[config.mk]
export PLATFORM = sky130hd
export DESIGN_NAME = cdc_handshake_tx
export DESIGN_NICKNAME = d
export VERILOG_FILES = /design/src/rtl/cdc_handshake_tx.sv
export SDC_FILE = /design/constraint.sdc
export NUM_CORES = 1
export LEC_CHECK = 0
export ABC_CLOCK_PERIOD_IN_PS = 3500
export CAP_MARGIN = 10
export CORE_UTILIZATION = 41
export DETAILED_ROUTE_END_ITERATION = 8
export GPL_TIMING_DRIVEN = 0
export PLACE_DENSITY = 0.86
export SLEW_MARGIN = 10
export SYNTH_ARGS = -nofsm -noshare
export SYNTH_HDL_FRONTEND = slang
export SYNTH_SLANG_ARGS = --single-unit
export TNS_END_PERCENT = 30
[constraint.sdc]
create_clock -name clk -period 3.5 [get_ports clk]
set_clock_uncertainty 0.2 [all_clocks]
set_input_delay 1.05 -clock clk [delete_from_list [all_inputs] [get_ports clk]]
set_output_delay 1.05 -clock clk [all_outputs]
set_load 0.02 [all_outputs]
[src/rtl/cdc_handshake_tx.sv]
// cdc_handshake_tx: source side of a 4-phase req/ack CDC handshake with an internal ack synchronizer.
// Define CDC_TX_TIMEOUT_EN to abort a request that sees no ack within TIMEOUT_CYCLES and flag err_o.
module cdc_handshake_tx #(
  parameter int WIDTH = 8,
  parameter int STAGES = 2,
  parameter int TIMEOUT_CYCLES = 1024
) (
  input  logic             clk,
  input  logic             rstn,
  input  logic             src_valid_i,
  input  logic [WIDTH-1:0] src_data_i,
  output logic             src_ready_o,
  output logic             xfer_req_o,
  output logic [WIDTH-1:0] xfer_data_o,
  input  logic             xfer_ack_i,
  output logic             done_o,
  output logic             err_o
);
  typedef enum logic [1:0] {IDLE, REQ, DROP} state_t;
  state_t state;
  logic [STAGES-1:0] ack_ff;
  logic ack_sync, timeout, abort;
  assign ack_sync = ack_ff[STAGES-1];
  assign src_ready_o = (state == IDLE) && !ack_sync;
  always_ff @(posedge clk or negedge rstn)
    if (!rstn) ack_ff <= '0;
    else ack_ff <= {ack_ff[STAGES-2:0], xfer_ack_i};
`ifdef CDC_TX_TIMEOUT_EN
  logic [15:0] cnt;
  assign timeout = (state == REQ) && !ack_sync && (cnt == 16'(TIMEOUT_CYCLES - 1));
  // abort remembers that the current DROP came from a timeout so no done pulse is issued
  always_ff @(posedge clk or negedge rstn)
    if (!rstn) begin
      cnt <= '0;
      err_o <= 1'b0;
      abort <= 1'b0;
    end else begin
      cnt <= (state == REQ) ? cnt + 16'd1 : '0;
      err_o <= err_o | timeout;
      abort <= timeout ? 1'b1 : (state == IDLE) ? 1'b0 : abort;
    end
`else
  assign timeout = 1'b0;
  assign abort = 1'b0;
  assign err_o = 1'b0;
`endif
  always_ff @(posedge clk or negedge rstn)
    if (!rstn) begin
      state <= IDLE;
      xfer_req_o <= 1'b0;
      xfer_data_o <= '0;
      done_o <= 1'b0;
    end else begin
      done_o <= 1'b0;
      case (state)
        IDLE: if (src_valid_i && src_ready_o) begin
          xfer_data_o <= src_data_i;
          xfer_req_o <= 1'b1;
          state <= REQ;
        end
        REQ: if (ack_sync || timeout) begin
          xfer_req_o <= 1'b0;
          state <= DROP;
        end
        DROP: if (!ack_sync) begin
          state <= IDLE;
          done_o <= !abort;
        end
        default: state <= IDLE;
      endcase
    end
endmodule

Word-level counts from Yosys, hierarchy flattened
Index checks and enable logic that the tools add are counted.
{"block": "totals", "reg_bits": 14, "out_inout_bits": 12}
{"block": "classes", "mux": 9, "n_reduce_logical": 8, "n_eq_ne": 5}
{"operator": "$mux 2", "n": 3}
{"operator": "$pmux 2 s3", "n": 1}
{"operator": "$reduce_and 3->1", "n": 2}
{"operator": "$mux 1", "n": 4}
{"operator": "$ne 2x2->1 const B", "n": 2}
{"operator": "$eq 2x1->1 const B", "n": 1}
{"operator": "$eq 2x2->1 const B", "n": 1}
{"operator": "$logic_and 1x1->1", "n": 2}
{"operator": "$logic_not 2->1", "n": 1}
{"operator": "$ne 2x1->1 const B", "n": 1}
{"operator": "$pmux 1 s2", "n": 1}
{"operator": "$reduce_and 2->1", "n": 1}
{"operator": "$reduce_bool 2->1", "n": 1}
{"operator": "$logic_not 1->1", "n": 1}

Depth between registers and ports, before layout
{"block": "depth", "depth_word": 5, "ltp_mapped": 2, "ltp_nobuf": 2}

Worst setup path after synthesis
No wires, ideal clock.
{"block": "synth_timing", "kind": "register to output", "start": "reg state[1]", "end": "out src_ready_o", "n_path_buf": 0, "setup_slack_ns": 1.295, "t_arrival_ns": 0.955, "stages_incl_launch_ff": 2, "cell_sequence": "dfrtp_1 > nor3_1"}
{"block": "synth_between", "elab_chain_cells": 2}
{"item": "start, declared", "line": "20", "rtl": "state_t state;"}
{"item": "start signal, assigned", "line": "49", "rtl": "state <= IDLE;"}
{"item": "start signal, assigned", "line": "59", "rtl": "state <= REQ;"}
{"item": "start signal, assigned", "line": "63", "rtl": "state <= DROP;"}
{"item": "$logic_not 2->1", "line": "24", "rtl": "assign src_ready_o = (state == IDLE) && !ack_sync;"}
{"item": "$logic_and 1x1->1", "line": "24"}
{"item": "end, declared", "line": "12", "rtl": "output logic src_ready_o,"}
No other way between the ends.

Worst setup path in the final report
Same ends and word-level chain as after synthesis.

==> impl_metrics.yaml <==
die:
  die_area_sq_um: 1450
  ios: 24
  chipWidth_microns: 38.1
  rows: 12
  start_util: 0.461
  core_sq_um: 1160
  die_h_microns: 38.1
layout:
  mostFrequentLayoutCell: "clkdlybuf4s50_1"
  fin_cells: 74
  final_cell_mix: "22 x clkdlybuf4s50_1, 14 x dfrtp_1, 8 x mux2_2"
  diodes: 0
  drive_gt1_frac: 0.233
  postLayoutCoreUtil: 0.698
  layout.nets: 73
  n_fill_cell: 85
  syn2layout_area_growth_pct: 51.4
  final_area_sq_um: 807
worst_hold_path:
  worstHoldPathType: "reg2reg"
sta:
  final.setup.tns_ps: 0
  rsz0062_at_grt: "false"
  finalSetupViolCount: 0
  hold_viol: 0
  slew_headroom: 0.592
  drv_slew: 0
  fmax_mhz: 354
  worst_pin_slew_ps: 610
  min_period_ps: 2820
  post-route-period-util: 0.807
logic_synthesis:
  ys_ff_latch: 14
  synth_area_sq_um: 533
  syn_inst: 34
  avgSynthCellArea_sq_um: 15.7
  yosysSeqAreaShare: 0.657
  syn_nets: 46
  synth_warnings: 0
  synth_cell_types: 13
clock_tree:
  clkLatencyLatePin_ps: 280
  cts_num_sinks: 14
  post-cts-setup-buffer-count: 0
  cts_buffers: 3
  root_buffer: "clkbuf_4"
  clock_path_buffers: 2
  htreeDepth: 1
  clk_pin_slew_ps: 90
  cts_hold_buffers: 0
  cts_resized: 0
  tritoncts: "yes"
setup_path:
  critPathMaxFanout: 6
  worstSetupPathType: "reg2out"
  critPathLaunchType: "register"
  end_kind: "primary output"
  critPathArrivalTime_ps: 1570
  required_ps: 2250
global_routing:
  track_usage: 0.154
  grt_pass1_vias: 365
  grt_overflow: 0
  antenna_found_initial: 0
  grt_start_max_net_pins: 15
  grt_pass1_wl_mm: 1.49
power_and_ir_drop:
  powerDensity_nw_per_um2: 612
  max-vdd-ir-drop_mv: 0.353
  p_leak_uw: 0.000343
  total_power_uw: 494
run_status:
  status: "complete, no violations"
place:
  port_buffers: 22
  placedInstanceArea_sq_um: 771
  dp_hpwl_microns: 682
  placed_cells: 70
  gp_congestion: 0.626
routing:
  vias: 351
  routedWlPerCell_microns: 12.5
  drt-pass1-iter-count: 2
  postRouteAntennaNets: 0
  drtIter0Drc: 1
  wirelength_microns: 928
  drc: 0
  post_drt_via_cell_ratio: 4.74
flow_run:
  cap_violations: 0
==> power by group <==
part / internal [uW] / switching [uW] / leakage, uW
Combinational: 92.6 / 70.1 / 0.000155
Sequential: 195 / 21.8 / 0.000167
Clock: 63.2 / 51.0 / 0.0000210
Total: 351 / 143 / 0.000343
==> final timing paths <==
| check | start | endpoint | slack [ps] | cells past startpoint |
|---|---|---|---|---|
| min | ack_ff[0] | ack_ff[1] | 160 | 0 |
| max | state[1] | src_ready_o | 680 | 2 |
| min in group asynchronous | rstn | xfer_data_o[2] | 950 | 1 |
| max reg2reg | state[1] | xfer_data_o[0] | 1700 | 2 |
| max in group asynchronous | rstn | ack_ff[1] | 1750 | 1 |
| min reg2reg | ack_ff[0] | ack_ff[1] | 160 | 0 |
==> per-stage QoR <==
stage,setup WS (ps),hold WS (ps)
floorplan,1290,131
global placement,707,133
detailed placement,698,140
CTS,672,158
global route,604,175
finish,675,155
==> logic make-up (layout without fill, tap and decap cells) <==
group,count (synthesis),count (layout),synth area share
DFF,14,14,0.657
muxes,8,8,0.169
and+or+nand+nor,8,8,0.120
AOI/OAI and AO/OA,1,1,0.0164
xor gates and xnor gates,1,1,0.0164
other,1,1,0.00704
buffers and inverters,1,27,0.0141
==> area by class of cell <==
| type | instances | area, sq um | share of cell area |
|---|---|---|---|
| repair buffers | 22 | 220 | 0.273 |
| plain buffers | 1 | 7.51 | 0.00930 |
| flip-flops and latches | 14 | 350 | 0.434 |
| well taps | 14 | 17.5 | 0.0217 |
| clock buffers | 4 | 36.3 | 0.0450 |
| multi-input cells | 19 | 175 | 0.217 |
==> Yosys cell counts <==
cell / instances / area, sq um
a211o_1: 1 / 8.76
and2_1: 1 / 6.26
buf_4: 1 / 7.51
conb_1: 1 / 3.75
dfrtp_1: 14 / 350
mux2_2: 8 / 90.1
nand2b_1: 1 / 6.26
nor2_1: 1 / 3.75
nor2b_1: 1 / 6.26
nor3_1: 2 / 10.0
nor3b_1: 1 / 7.51
nor4b_4: 1 / 23.8
xor2_1: 1 / 8.76
==> sequential cells by signal (all words and copies together) (netlist names) <==
| name | count |
|---|---|
| xfer_data_o | 8 |
| xfer_req_o | 1 |
| done_o | 1 |
| ack_ff | 2 |
| state | 2 |
==> worst max-delay path, cell delays in order, from the launching register on <==
cell,delay (ps)
dfrtp_1,470
nor3_1,210
clkdlybuf4s50_1,620
==> routing by layer <==
| metal | track usage | vias to the layer above | routed length, microns |
|---|---|---|---|
| met5 | 0 | - | 0 |
| met4 | 0.0536 | 0 | 0 |
| met3 | 0.0523 | 0 | 52 |
| met2 | 0.254 | 15 | 443 |
| met1 | 0.187 | 166 | 432 |
| li1 | - | 170 | - |
No activity file was read; power rests on OpenSTA's default activity.
